--- src/rtl/enigma_pkg.sv ---
// Shared Enigma types: letter index/one-hot encodings, plugboard pair entry and
// programming FSM states.
package enigma_pkg;

    localparam int unsigned LETTERS = 26;

    typedef logic [4:0]         letter_idx_t;
    typedef logic [LETTERS-1:0] letter_oh_t;

    typedef struct packed {
        logic        valid;
        letter_idx_t a;
        letter_idx_t b;
    } pair_entry_t;

    typedef enum logic {
        P_IDLE  = 1'b0,
        P_FIRST = 1'b1
    } prog_state_t;

endpackage

--- src/rtl/plugboard_ctrl_letter_encoder.sv ---
// One-hot to 5-bit letter index; o_legal is low for a zero or multi-hot input.
module letter_encoder
    import enigma_pkg::*;
(
    input  letter_oh_t  i_onehot,
    output letter_idx_t o_idx,
    output logic        o_legal
);

    always_comb begin
        o_idx = '0;
        for (int unsigned i = 0; i < LETTERS; i++) begin
            if (i_onehot[i]) o_idx = letter_idx_t'(i);
        end
        o_legal = (i_onehot != '0) && ((i_onehot & (i_onehot - letter_oh_t'(1))) == '0);
    end

endmodule

--- src/rtl/plugboard_ctrl.sv ---
// Enigma plugboard: programmable symmetric letter-pair table plus registered encode path.
// Optional macro PLUGBOARD_UNPLUG_EN: re-entering a plugged first letter removes its pair.
module plugboard_ctrl
    import enigma_pkg::*;
#(
    parameter int unsigned MAX_PAIRS = 10
) (
    input  logic        CLOCK_50,
    input  logic        reset,
    input  logic [25:0] letter_in,
    input  logic        letter_valid,
    input  logic        prog_mode,
    input  logic        clear_pairs,
    output logic [25:0] letter_out,
    output logic        out_valid,
    output logic [3:0]  pair_count,
    output logic        half_pair,
    output logic        prog_err,
    output logic        bad_letter
);

    localparam int unsigned IW = (MAX_PAIRS > 1) ? $clog2(MAX_PAIRS) : 1;

    pair_entry_t  r_table [MAX_PAIRS];
    prog_state_t  r_state;
    prog_state_t  w_state_next;
    letter_idx_t  r_first;
    logic [3:0]   r_pair_count;
    letter_oh_t   r_letter_out;
    logic         r_out_valid;
    logic         r_prog_err;
    logic         r_bad_letter;

    letter_idx_t  w_idx;
    logic         w_legal;
    logic         w_strobe;
    logic         w_hit;
    letter_idx_t  w_partner;
    letter_oh_t   w_partner_oh;
    logic [IW-1:0] w_hit_entry;
    logic [IW-1:0] w_free_entry;
    logic         w_full;
    logic         w_commit;
    logic         w_remove;
    logic         w_err;
    logic         w_latch;
    logic         w_half_pair;

    letter_encoder u_encoder (
        .i_onehot (letter_in),
        .o_idx    (w_idx),
        .o_legal  (w_legal)
    );

    // clear_pairs swallows a coincident strobe entirely, in either mode
    assign w_strobe     = letter_valid && !clear_pairs;
    assign w_full       = (r_pair_count == 4'(MAX_PAIRS));
    assign w_partner_oh = letter_oh_t'(1) << w_partner;

    always_comb begin
        logic found;
        w_hit        = 1'b0;
        w_partner    = w_idx;
        w_hit_entry  = '0;
        w_free_entry = '0;
        found        = 1'b0;
        for (int unsigned i = 0; i < MAX_PAIRS; i++) begin
            if (r_table[i].valid) begin
                if (r_table[i].a == w_idx) begin
                    w_hit       = 1'b1;
                    w_partner   = r_table[i].b;
                    w_hit_entry = IW'(i);
                end else if (r_table[i].b == w_idx) begin
                    w_hit       = 1'b1;
                    w_partner   = r_table[i].a;
                    w_hit_entry = IW'(i);
                end
            end else if (!found) begin
                found        = 1'b1;
                w_free_entry = IW'(i);
            end
        end
    end

    always_ff @(posedge CLOCK_50 or posedge reset) begin
        if (reset) r_state <= P_IDLE;
        else       r_state <= w_state_next;
    end

    always_comb begin
        w_state_next = r_state;
        w_commit     = 1'b0;
        w_remove     = 1'b0;
        w_err        = 1'b0;
        w_latch      = 1'b0;
        if (clear_pairs || !prog_mode) begin
            w_state_next = P_IDLE;
        end else if (w_strobe && w_legal) begin
            w_state_next = P_IDLE;
            case (r_state)
                P_IDLE: begin
                    if (w_hit) begin
`ifdef PLUGBOARD_UNPLUG_EN
                        w_remove = 1'b1;
`else
                        w_err    = 1'b1;
`endif
                    end else if (w_full) begin
                        w_err = 1'b1;
                    end else begin
                        w_latch      = 1'b1;
                        w_state_next = P_FIRST;
                    end
                end
                P_FIRST: begin
                    if (w_hit || (w_idx == r_first)) w_err = 1'b1;
                    else                             w_commit = 1'b1;
                end
                default: w_state_next = P_IDLE;
            endcase
        end
    end

    always_comb begin
        w_half_pair = (r_state == P_FIRST);
    end

    always_ff @(posedge CLOCK_50 or posedge reset) begin
        if (reset) begin
            for (int unsigned i = 0; i < MAX_PAIRS; i++) r_table[i] <= '0;
            r_first      <= '0;
            r_pair_count <= '0;
            r_letter_out <= '0;
            r_out_valid  <= 1'b0;
            r_prog_err   <= 1'b0;
            r_bad_letter <= 1'b0;
        end else begin
            r_out_valid  <= w_strobe && w_legal && !prog_mode;
            r_bad_letter <= w_strobe && !w_legal;
            r_prog_err   <= w_err;
            if (w_strobe && w_legal && !prog_mode) r_letter_out <= w_partner_oh;
            if (w_latch) r_first <= w_idx;
            if (clear_pairs) begin
                for (int unsigned i = 0; i < MAX_PAIRS; i++) r_table[i].valid <= 1'b0;
                r_pair_count <= '0;
            end else if (w_commit) begin
                r_table[w_free_entry] <= '{valid: 1'b1, a: r_first, b: w_idx};
                r_pair_count          <= r_pair_count + 4'd1;
            end else if (w_remove) begin
                r_table[w_hit_entry].valid <= 1'b0;
                r_pair_count               <= r_pair_count - 4'd1;
            end
        end
    end

    assign letter_out = r_letter_out;
    assign out_valid  = r_out_valid;
    assign pair_count = r_pair_count;
    assign half_pair  = w_half_pair;
    assign prog_err   = r_prog_err;
    assign bad_letter = r_bad_letter;

endmodule

--- config.mk ---
export PLATFORM = sky130hd
export DESIGN_NAME = plugboard_ctrl
export DESIGN_NICKNAME = d
export VERILOG_FILES = /design/src/rtl/enigma_pkg.sv /design/src/rtl/plugboard_ctrl_letter_encoder.sv /design/src/rtl/plugboard_ctrl.sv
export SDC_FILE = /design/constraint.sdc
export NUM_CORES = 1
export LEC_CHECK = 0
export BUFFER_PORTS_ARGS = -buffer_cell sky130_fd_sc_hd__buf_4
export CORE_MARGIN = 1
export CORE_UTILIZATION = 50
export DETAILED_ROUTE_END_ITERATION = 6
export PLACE_DENSITY = 0.68
export SYNTH_ARGS = -nofsm -noshare
export SYNTH_HDL_FRONTEND = slang
export SYNTH_SLANG_ARGS = --single-unit
--- constraint.sdc ---
create_clock -name CLOCK_50 -period 7.99 [get_ports CLOCK_50]
set_input_delay 1.9975 -clock CLOCK_50 [delete_from_list [all_inputs] [get_ports CLOCK_50]]
set_output_delay 1.9975 -clock CLOCK_50 [all_outputs]
set_load 0.01 [all_outputs]
Word-level counts from Yosys, hierarchy flattened
Index checks and enable logic that the tools add are counted.

storage, ports and cells
  bits of input ports = 31
  output and inout port bits = 34
  flip-flop bits (word level) = 149
  logic and storage cells = 229

cells by class
  add/sub/neg operators = 2
  shift operators = 1
  eq/ne operators = 22
  reduce and logical (&&, ||, !) cells = 16
  magnitude comparators = 2
  multiplexer cells = 145
  bitwise logic cells = 4

operators with widths
  cell                   number
  $mux 5                 40
  $bwmux 110             1
  $mux 110               1
  $eq 5x5->1             21
  $mux 4                 26
  $mux 1                 68
  $demux 11 s4           1
  $and 26x26->26         1
  $logic_not 26->1       1
  $reduce_bool 26->1     1
  $shl 1x5->26 const A   1
  $sub 26x1->26 const B  1
  $mux 3                 4
  $mux 11                1
  $logic_and 1x1->1      6
  $ge 5x5->1 const B     1
  $lt 5x1->1 const B     1
  $not 4->5              1
  $add 4x1->4 const B    1
  $eq 4x4->1 const B     1
  $mux 2                 2
  $reduce_bool 2->1      2
  $logic_not 1->1        3
  $logic_or 1x1->1       2
  other kinds (3)        4

Logic depth before layout (Yosys ltp)
Gate-level depths: netlist (run 1).

  word-level depth = 63
  gate-level depth with buffers = 17

Cells and area by module
Synthesis (run 1) repeated with hierarchy kept, for this count alone.

second synthesis, totals
  cell total of the unflattened synthesis = 855
  area, all modules = 9345.2 µm²

modules (own cells, without submodules)
  module          seq. area each (µm²)  cells an instance  times used  area each (µm²)
  plugboard_ctrl  3728.6                772                1           8814.7
  letter_encoder  0.0                   83                 1           530.5

Least setup slack after synthesis (run 1)
No wires, ideal clock.

  path kind = input -> register
  start = input port letter_in[21]
  end = register r_table[66] (netlist name)
  buffers on the path = 4
  arrival = 5623 ps
  stages = 16
  setup slack = 2239 ps
  data required time = 7862 ps
  cells stage by stage = buf_2 -> or4_1 -> buf_2 -> o21ai_2 -> nor2_8 -> buf_12 -> xnor2_1 -> nand4_2 -> o32ai_2 -> nor4b_2 -> nand4_1 -> or3_4 -> or2_4 -> nor3_2 -> buf_4 -> mux2_1

on the way
  cells in the longest elaborated chain, start to end = 42

RTL lines
  element                        line                                 source
  start, declared                plugboard_ctrl.sv:10                 input logic [25:0] letter_in,
  $mux 5 (5 in a row)            plugboard_ctrl_letter_encoder.sv:13  if (i_onehot[i]) o_idx = letter_idx_t'(i);
  $eq 5x5->1                     plugboard_ctrl.sv:73                 end else if (r_table[i].b == w_idx) begin
  $mux 1                         plugboard_ctrl.sv:73
  $mux 1                         plugboard_ctrl.sv:69                 if (r_table[i].a == w_idx) begin
  $mux 1                         plugboard_ctrl.sv:68                 if (r_table[i].valid) begin
  $mux 1                         plugboard_ctrl.sv:73
  $mux 1                         plugboard_ctrl.sv:69
  $mux 1                         plugboard_ctrl.sv:68
  [... 22 more ...]              --
  $mux 1                         plugboard_ctrl.sv:69
  $mux 1                         plugboard_ctrl.sv:68
  $logic_or 1x1->1               plugboard_ctrl.sv:116                if (w_hit || (w_idx == r_first)) w_err = 1'b1;
  $mux 1                         plugboard_ctrl.sv:116
  $mux 1                         plugboard_ctrl.sv:100                case (r_state)
  $mux 1                         plugboard_ctrl.sv:98                 end else if (w_strobe && w_legal) begin
  $mux 1                         plugboard_ctrl.sv:96                 if (clear_pairs || !prog_mode) begin
  $reduce_and 2->1 (no line)     --
  end signal, assigned by index  plugboard_ctrl.sv:147                r_table[w_free_entry] <= '{valid: 1'b1, a: r_first, b: w_idx};
  end, declared                  plugboard_ctrl.sv:24                 pair_entry_t r_table [MAX_PAIRS];

Several ways; a longest one is shown, not always the timed one.
A chain may end at the register's enable or synchronous reset.

Worst setup path in the final report (run 1)
  start = input port letter_in[22]
  end = register r_table[71] (netlist name)

on the way
  cells in the longest elaborated chain, start to end = 41

RTL lines
  element                         line
  $mux 5 (4 in a row)             plugboard_ctrl_letter_encoder.sv:13
  $eq 5x5->1                      plugboard_ctrl.sv:73
  $mux 1                          plugboard_ctrl.sv:73
  $mux 1                          plugboard_ctrl.sv:69
  $mux 1                          plugboard_ctrl.sv:68
  $mux 1                          plugboard_ctrl.sv:73
  $mux 1                          plugboard_ctrl.sv:69
  $mux 1                          plugboard_ctrl.sv:68
  [... 22 more ...]               --
  $mux 1                          plugboard_ctrl.sv:69
  $mux 1                          plugboard_ctrl.sv:68
  $logic_or 1x1->1                plugboard_ctrl.sv:116
  $mux 1                          plugboard_ctrl.sv:116
  $mux 1                          plugboard_ctrl.sv:100
  $mux 1 (*)                      plugboard_ctrl.sv:98
  $mux 1 (*)                      plugboard_ctrl.sv:96
  $reduce_and 2->1 (no line) (*)  --

Every way passes the cells marked *; elsewhere a longest branch is shown, timed or not.

==> results.md, run 1 <==
* Pin count of the biggest net entering global routing at between 80 and 90
* Layout Skew at 0.0107 ns
* Setup CP Type: in -> reg
* Input/output buffers at between 60 and 70
* Starting Density at 51.2%
* GR Util met2 at between 50% and 60%
* Status: finished, final reports clean
* Slew HR at 23.6%
* Row count at 52
* GPL Wtd Cong at 1.07
* Via density per instance at about 6.9
* Synth Net Count at around 1200
* Antenna violations before repair at 0
* Total CTS buffers at 17
* Boundary pin count at 65
* Cell-by-cell trace of the critical path: buf_4, nor2b_1, o21bai_1, and2_1, a21oi_4, o21ai_0, nor3_1, nor4b_2, nand4_1, or3_4, or2_4, nor3_2, mux2_1
* CP endpoint kind: flop
* CTS clock-pin slew for the worst setup and hold paths at approximately 0.070 ns
* Core area at a little over 20000 um2
* CTS tree: done
* Post-synth top area share at between 30 and 40%
* Vias in the first global route at ~9500
* Final wirelength at 37.8 mm
* YS warnings at 0
* Crit-path max cell delay at approximately 0.76 ns
* RSZ-0062 raised after global routing: no
* Die width at around 150 um
* Power Density at ~150 nW/um2
* Sequential area share after synthesis at between 30 and 40%
* Setup_tns at 0 ns
* Placed cell areas at 11200 um2
* Post-Syn Area at between 10000 and 15000 um2
* CP max FO at 22
* Met1 Track Usage GR at 48.4%
* Synth Area per Inst at between 9 and 10 um2
* Met3 Use GR at 8.88%
* H-tree levels at 4
* Area Overhead vs Synth at 13.4%
* Total track usage at between 30 and 40%
* Post-route design area at roughly 12000 um2
* Final period util at between 80% and 90%
* Sink Count at 149
* Leak at about 5 nW
* Busiest grt layer: met2
* Async SR Flop Fraction at 100%
* Total die area at roughly 21000 um2
* Crit path required time at roughly 8.3 ns
* Post-Syn Instances at 1150
* Wire length per cell at 25.4 um
* Worst path top cell family by delay: simple AND/OR/NAND/NOR gates
* Final Hold Viols at 0
* CTS Hold Bufs at 0
* Pre-Repair DR Iteration Count at 5
* Initial DRC Count at around 1200
* Antenna viol nets, final at 0
* Bufs and invs on worst path at 1
* Largest cells by area after synthesis: dfrtp_1 36%, mux2_2 5.6%, nand2_1 4.0%
* Post-DP HPWL at around 27 mm
* Die H at ~150 um
* Post-synth EDFFs at 0
* Postcts setup bufs at 0
* N_diodes at 0
* Top_reg_cell synth: dfrtp_1
* Final setup violation count at 0
* Final Max Slew Viols at 0
* Seq cells post-synth at 149
* Hold Crit Class: reg -> reg
* Max_cap viols at 0
* Post-route DRC at 0
* Area leader, netlist: dfrtp_1
* First-pass GRT wire length at approximately 58 mm
* Via count of the routed design at ~10000
* # fillers at 1889
* CTS Buffer Depth at 2
* Max Fclk at ~140 MHz
* Post-CTS resize count at 0
* WP data arrival at roughly 7.3 ns
* Ratio of cells with drive above 1 in the final layout at a little over a fifth
* Cell variety after synth at between 100 and 150
* Worst vdd ir at ~150 uV
* Worst-Skew Late Latency at roughly 0.44 ns
* # nets final at approximately 1200
* Slew @ Worst Pin at between 1 and 1.5 ns
* CP max-delay cell: o21bai_1
* Startpoint types: input port
* Total grt overflow at 0
* Most common cell after layout, fill and taps aside: dfrtp_1
* Commonest non-fill, non-tap cells in the layout: 149 x dfrtp_1, 110 x nand2_1, 107 x buf_4
* Final Critical Period at ~7.0 ns
* Root Driver: clkbuf_16
-- power by group --
part	internal (mW)	switching, mW	leakage [nW]
sequential	0.754	0.000107	1.96
combinational	0.0493	0.119	2.73
clock	0.423	0.395	0.288
total	1.23	0.515	4.98
-- cells by family (layout without fill, tap and decap cells) --
logic type                 Yosys count  in the layout  share of synthesized area, %
and+or+nand+nor                    398            398                          21.1
AOI/OAI and AO/OA                  359            359                          25.0
DFF                                149            149                          35.8
buffers and inverters              115            185                          5.16
muxes                               96             96                          10.1
xor gates and xnor gates            30             30                          2.52
adders and majority gates            3              3                         0.336
-- worst register-to-register path: stages (launching register included) --
cell and delay (ns):
dfrtp_1 0.46, nor3_1 0.09, a221oi_1 0.30, nor4_1 0.17
nand4_1 0.14, o22ai_1 0.19, a21oi_1 0.48, nand4_1 0.34
or3_4 0.61, or2_4 0.30, nor3_2 0.75, mux2_1 0.41
-- Yosys cell counts (all sizes together), types with 6 or more instances --
library cell,n
clkbuf,37
o31ai,12
inv,45
o21ai,93
or3,14
or2,14
a22o,17
xnor2,30
nand2,111
a31oi,10
nor2b,8
nand3,37
nor2,75
nand4,18
a21oi,63
nor4,30
and3,11
nor3,40
dfrtp,149
mux2,73
o211ai,17
buf,32
or4,11
o221ai,6
o31a,7
a211oi,13
o211a,8
a2111oi,7
mux2i,23
a221oi,13
a21o,14
a32oi,8
and2,6
o22ai,7
-- metal layers --
metal / wire length [um] / vias to the layer above / share of wire [%]
met4: 1830 / 0 / 4.8
met2: 16400 / 638 / 43
met1: 15500 / 4956 / 41
met3: 4120 / 125 / 11
met5: 0 / - / 0
li1: - / 4489 / -
-- stage by stage --
stage,setup slack (ns),total power [mW],hold WS [ns],std cells,utilization [%]
2_1_floorplan,1.98,0.872,0.474,1150,-
3_3_place_gp,0.799,0.932,0.465,1458,55.1
3_5_place_dp,0.656,0.933,0.477,1458,55.1
4_1_cts,1.13,1.75,0.495,1490,58.0
5_1_grt,0.799,1.79,0.520,1490,58.0
6_report,0.979,1.74,0.489,1490,58.0
-- flip-flops by register name (all words and copies together), names as in the netlist --
register	cells
letter_out	26
prog_err	1
out_valid	1
bad_letter	1
half_pair	1
r_first	5
pair_count	4
r_table	110
-- path summary, 6_finish.rpt --
check	cells past startpoint	endpoint	from	slack, ns
worst min register to register	2	letter_out[1]$_DFFE_PP0P_	letter_out[1]$_DFFE_PP0P_	0.49
max in group asynchronous	3	r_table[57]$_DFFE_PP0P_	reset	4.90
min in group asynchronous	2	pair_count[1]$_DFFE_PP0P_	reset	1.68
worst min-delay path	2	letter_out[1]$_DFFE_PP0P_	letter_out[1]$_DFFE_PP0P_	0.49
worst max-delay path	13	r_table[71]$_DFFE_PP0P_	letter_in[22]	0.98
worst max register to register	11	r_table[71]$_DFFE_PP0P_	r_table[86]$_DFFE_PP0P_	3.63
-- area by class of cell --
cell class / count / area, um2 / share of cell area, %
inverters: 46 / 178 / 1.50
clock buffers: 17 / 425 / 3.60
well taps: 270 / 338 / 2.86
repair buffers: 107 / 803 / 6.80
clock inverters: 15 / 179 / 1.51
multi-input cells: 886 / 6170 / 52.2
flip-flops and latches: 149 / 3730 / 31.5
Power figures use the tool's default switching activity.
==> run 2, diff against run 1 <==
--- a/config.mk
+++ b/config.mk
@@ -6,6 +6,7 @@
 export NUM_CORES = 1
 export LEC_CHECK = 0
 export BUFFER_PORTS_ARGS = -buffer_cell sky130_fd_sc_hd__buf_4
+export CORE_ASPECT_RATIO = 1.25
 export CORE_MARGIN = 1
 export CORE_UTILIZATION = 50
 export DETAILED_ROUTE_END_ITERATION = 6
==> constraint.sdc (replaced) <==
create_clock -name CLOCK_50 -period 7.99 [get_ports CLOCK_50]
set_input_delay 1.1985 -clock CLOCK_50 [delete_from_list [all_inputs] [get_ports CLOCK_50]]
set_output_delay 1.1985 -clock CLOCK_50 [all_outputs]
set_load 0.01 [all_outputs]
==> run 2 against run 1 <==
- the run now ends with design-rule violations left
- first-iteration DRC count up 11%
- clock power fell by 1%
- utilization down 0.50 points
- via count down 0.12%
- die area barely moved
- count of clock-buffer cells in the layout is the same
- final cell count is 1.3% lower
- sequential share of layout area increased by 0.46 points
- largest power group unchanged
==> results.md, run 2 (synthesis results as in run 1) <==
* Hold path start: letter_out[15]$_DFFE_PP0P_
* Final setup violation count at 0
* Setup_tns at 0 ns
* CTS Hold Bufs at 0
* Crit-path max cell delay at roughly 0.81 ns
* Input/output buffers at 64
* Slew HR at 26.5%
* CP max FO at 14
* Pre-Repair DR Iteration Count at 7
* Die H at ~160 um
* Worst Hold Depth at 2
* Register area at about 3700 um2
* Sink Count at ~150
* Final Max Slew Viols at 0
* Final Critical Period at 6.42 ns
* Dpl cells at roughly 1400
* Most common cell after layout, fill and taps aside: dfrtp_1
* Commonest non-fill, non-tap cells in the layout: 149 x dfrtp_1, 110 x nand2_1, 87 x buf_4
* Boundary pin count at 65
* Leak at around 4.9 nW
* CTS clock-pin slew for the worst setup and hold paths at 0.07 ns
* WP data arrival at between 6 and 7 ns
* Post-DP HPWL at about 27 mm
* CTS tree: done
* H-tree levels at 4
* Status: complete, but fails checks
* Layout Skew at roughly 0.011 ns
* Total track usage at a little over a third
* Placed cell areas at approximately 11000 um2
* Power Density at approximately 150 nW/um2
* Hold Crit Class: reg -> reg
* Die width at 131 um
* Root Driver: clkbuf_16
* Most frequent CP cell: or4_1
* Post-CTS resize count at 0
* Startpoint types: input port
* GPL Wtd Cong at 1.08
* Worst vdd ir at about 160 uV
* Max Fclk at around 160 MHz
* Via count of the routed design at roughly 10000
* Total die area at around 21000 um2
* Layout Cells excl Fill at about 1500
* Area Overhead vs Synth at 11.8%
* Via density per instance at about 7
* # nets final at ~1200
* Ratio of cells with drive above 1 in the final layout at about 20%
* Postcts setup bufs at 0
* Final period util at roughly four fifths
* Core area at between 20000 and 25000 um2
* Starting Density at between 50 and 60%
* Slew @ Worst Pin at roughly 1.1 ns
* Crit path required time at between 8 and 9 ns
* Pin count of the biggest net entering global routing at about 90
* Initial DRC Count at 1301
* Antenna viol nets, final at 0
* RR Endpoint: r_table[85]$_DFFE_PP0P_
* Vias in the first global route at 9706
* Cell-by-cell trace of the critical path: buf_4, or4_1, o211ai_1, nand2_2, xnor2_1, or4_1, o22ai_2, nor3_1, nand4_1, or3_4, or2_4, nor3_2, mux2_2
* Worst Hold Endpoint: letter_out[15]$_DFFE_PP0P_
* Max reg flops at 110
* Antenna violations before repair at 1
* Area occupied by multi-input gates at around 6000 um2
* Final Hold Viols at 0
* Most flops, register: r_table
* Post-route DRC at 1
* Row count at 58
* CP max-delay cell: or4_1
* Wire length per cell at roughly 25 um
* CTS Buffer Depth at 2
* First-pass GRT wire length at between 50 and 60 mm
* Max_cap viols at 0
* Reg-to-Reg Start: r_table[15]$_DFFE_PP0P_
* R2r worst-path depth at 13
* Setup CP Type: in -> reg
* Worst-Skew Late Latency at approximately 0.45 ns
* Final wirelength at between 30 and 40 mm
* Failing checks: design-rule violations
* CP endpoint kind: flop
* Post-route design area at approximately 12000 um2
* # fillers at roughly 1800
* Total grt overflow at 0
* RSZ-0062 raised after global routing: no
* Worst reg2reg setup slack at roughly 3.5 ns
* Total CTS buffers at 17
## run 2: worst max-delay path by stage
stage,from,to,slack [ns],depth (start not counted)
3_3_place_gp,letter_in[8],r_table[85]$_DFFE_PP0P_,1.34,13
4_1_cts,letter_in[8],r_table[85]$_DFFE_PP0P_,1.73,13
6_report,letter_in[8],r_table[85]$_DFFE_PP0P_,1.57,13
5_1_grt,letter_in[8],r_table[85]$_DFFE_PP0P_,1.50,13
2_1_floorplan,reset,bad_letter$_DFF_PP0_,2.78,1
3_5_place_dp,letter_in[8],r_table[85]$_DFFE_PP0P_,1.29,13
## run 2: layer usage
metal,vias to the layer above,part of all wire [%],global-route usage [%]
met1,4866,38,44.9
met2,690,45,56.3
met3,189,9.5,6.15
met5,-,0,0
li1,4451,-,-
met4,0,6.7,23.6
## run 2: stage by stage
step	power (mW)	setup slack [ns]	utilization, %	hold slack, ns
5_1_grt	1.77	1.50	57.5	0.511
2_1_floorplan	0.872	2.78	-	0.474
3_5_place_dp	0.930	1.29	54.6	0.475
3_3_place_gp	0.929	1.34	54.6	0.464
4_1_cts	1.73	1.73	57.5	0.491
6_report	1.73	1.57	57.5	0.488
## run 2: power breakdown
part           internal [mW]  switching [mW]
registers              0.754       0.0000542
clock network          0.417           0.393
logic                 0.0477           0.119
## run 2: cell type report
type	instances	share of cell area, %
inverter	46	1.53
multi-input combinational	886	52.9
clock buffer	17	3.65
timing repair buffer	87	5.61
tap	270	2.90
sequential	149	32.0
antenna	1	0.0215
clock inverter	15	1.37
## run 2: critical path: cells and delay by family
kind / cells / cell delay [ns]
buf+inv: 1 / 0.15
mux: 1 / 0.41
xor+xnor: 1 / 0.25
simple gates: 8 / 3.84
compound gates: 2 / 0.89
==> run 3, diff against run 2 <==
--- a/config.mk
+++ b/config.mk
@@ -10,7 +10,7 @@
 export CORE_MARGIN = 1
 export CORE_UTILIZATION = 50
 export DETAILED_ROUTE_END_ITERATION = 6
-export PLACE_DENSITY = 0.68
+export PLACE_DENSITY = 0.7
 export SYNTH_ARGS = -nofsm -noshare
 export SYNTH_HDL_FRONTEND = slang
 export SYNTH_SLANG_ARGS = --single-unit
==> constraint.sdc (replaced) <==
create_clock -name CLOCK_50 -period 5.25 [get_ports CLOCK_50]
set_input_delay 0.7875 -clock CLOCK_50 [delete_from_list [all_inputs] [get_ports CLOCK_50]]
set_output_delay 0.7875 -clock CLOCK_50 [all_outputs]
set_load 0.01 [all_outputs]
==> run 3 against run 2 <==
- the flow still finishes with violations (design-rule violations)
- clock skew up 0.0010 ns
- combinational power up 96%
- flip-flop and latch count unchanged
- die area is the same
- final cell count rose by 11%
- first-iteration DRC count down 12%
==> results.md, run 3 (synthesis results as in run 1) <==
* First-pass GRT wire length at approximately 61 mm
* Total grt overflow at 0
* Most common cell after layout, fill and taps aside: buf_4
* R2r worst-path depth at 10
* Slew @ Worst Pin at ~1.1 ns
* CTS Hold Bufs at 0
* Final setup violation count at 0
* Crit-path max cell delay at 0.84 ns
* # fillers at 1759
* Routed length on met2 at ~18 mm
* Boundary pin count at 65
* Most flops, register: r_table
* Total CTS buffers at 17
* Worst vdd ir at 215 uV
* Setup WS pre-CTS at -0.188 ns
* CTS Buffer Depth at 2
* Crit path required time at roughly 5.6 ns
* CP endpoint kind: flop
* Worst-Skew Late Latency at around 0.44 ns
* Max Fclk at 197 MHz
* Max_cap viols at 0
* Hold Crit Class: reg -> reg
* Failing checks: design-rule violations
* GPL Wtd Cong at roughly 1.1
* CP max FO at 11
* Core area at a little over 20000 um2
* Starting Density at about half
* CP max-delay cell: nor3_2
* WP data arrival at approximately 5.4 ns
* CTS tree: done
* Input/output buffers at 64
* Ratio of cells with drive above 1 in the final layout at 29.2%
* Most frequent CP cell: nand4_1
* Pre-Repair DR Iteration Count at 7
* Via density per instance at 6.59
* H-tree levels at 4
* Critical path depth at 13
* Cell-by-cell trace of the critical path: buf_4, or3_1, nor4_1, a21boi_1, o21ai_0, nand4_1, o22ai_1, a21oi_1, nand4_1, or3_4, or2_4, nor3_2, mux2_2
* Status: complete, but fails checks
* Via count of the routed design at around 11000
* Post-DP HPWL at between 30 and 40 mm
* Final Max Slew Viols at 0
* Final Critical Period at between 5 and 6 ns
* Commonest non-fill, non-tap cells in the layout: 244 x buf_4, 149 x dfrtp_1, 110 x nand2_1
* Pin count of the biggest net entering global routing at just over 100
* Top sig layer: met4
* CTS clock-pin slew for the worst setup and hold paths at 0.07 ns
* Startpoint types: input port
* # nets final at 1383
* Final wirelength at between 30 and 40 mm
* Final Hold Viols at 0
* Max reg flops at between 100 and 150
* Row count at 58
* Power Density at 210 nW/um2
* Worst Hold Depth at 2
* Die H at between 150 and 200 um
* Fin worst setup slack at roughly 0.17 ns
* Wire length per cell at approximately 24 um
* Setup CP Type: in -> reg
* Total die area at about 21000 um2
* RSZ-0062 raised after global routing: no
* Bufs and invs on worst path at 1
* Post-route DRC at 8
* Wl on met1 at roughly 16 mm
* Antenna viol nets, final at 0
* Initial DRC Count at approximately 1100
* Die width at roughly 130 um
* Sink Count at around 150
* Worst path top cell family by delay: simple AND/OR/NAND/NOR gates
* Layout Skew at about 0.012 ns
* Leak at 5.67 nW
* Slew HR at 24.8%
* Antenna violations before repair at 0
* Final period util at between 90% and 100%
* Root Driver: clkbuf_16
* Total track usage at 37.9%
* Hold slack at around 0.48 ns
* Wire length on met3 at between 3 and 4 mm
* N_diodes at 0
* Area Overhead vs Synth at 24.3%
* Vias in the first global route at ~10000
-- run 3: changes by cell type in the layout (fill, tap and decap cells not counted), sizes merged --
cell	change
diode	-1
buf	+163
inv	-2
bufinv	+1
clkinvlp	+1
-- run 3: cell type report --
type / instances / area (um2) / share of cell area (%)
tap: 270 / 338 / 2.61
clock buffer: 17 / 425 / 3.28
multi-input combinational: 886 / 6160 / 47.6
timing repair buffer: 250 / 1950 / 15.1
sequential: 149 / 3730 / 28.8
clock inverter: 15 / 166 / 1.28
inverter: 46 / 178 / 1.37
-- run 3: through the flow --
step	util [%]	cell area [um2]	power [mW]	setup TNS, ns	cells
floorplan	-	10400	1.33	0	1150
global placement	61.0	12400	1.49	-1.55	1601
detailed placement	61.0	12400	1.49	-1.97	1601
CTS	64.0	13000	2.73	0	1633
global route	64.0	13000	2.80	0	1633
finish	64.0	13000	2.72	0	1633
-- run 3: worst paths after layout --
kind,startpoint,endpoint,slack [ns]
hold reg to reg,letter_out[10]$_DFFE_PP0P_,letter_out[10]$_DFFE_PP0P_,0.48
hold / removal,letter_out[10]$_DFFE_PP0P_,letter_out[10]$_DFFE_PP0P_,0.48
setup reg to reg,r_table[6]$_DFFE_PP0P_,r_table[42]$_DFFE_PP0P_,1.23
min in group asynchronous,reset,bad_letter$_DFF_PP0_,0.52
max in group asynchronous,reset,r_table[42]$_DFFE_PP0P_,3.57
setup / recovery,letter_in[10],r_table[42]$_DFFE_PP0P_,0.17
-- run 3: power breakdown --
group          switching [mW]  total (mW)  internal, mW
Clock                   0.576        1.25         0.674
Combinational           0.197       0.327         0.130
Sequential           0.000140        1.15          1.15
-- run 3: repair_timing --
item | in CTS | in global routing
gates resized for setup | 0 | 1
setup buffers | 0 | 0
endpoints found under the setup margin | 0 | 9
-- run 3: worst register-to-register path: stages, from the launching register on --
cell and delay [ns]:
dfrtp_1 0.46, nand2b_1 0.18, mux2i_1 0.40, or4_1 0.25
o22ai_2 0.12, nor3_1 0.34, nand4_1 0.19, or3_4 0.43
or2_4 0.26, nor3_2 0.85, mux2_2 0.43
-- run 3: metal layers --
layer / up-vias / track usage, %
met1: 5144 / 47.9
met4: 0 / 26.8
met5: - / 0
met3: 185 / 5.34
met2: 675 / 60.2
li1: 4756 / -
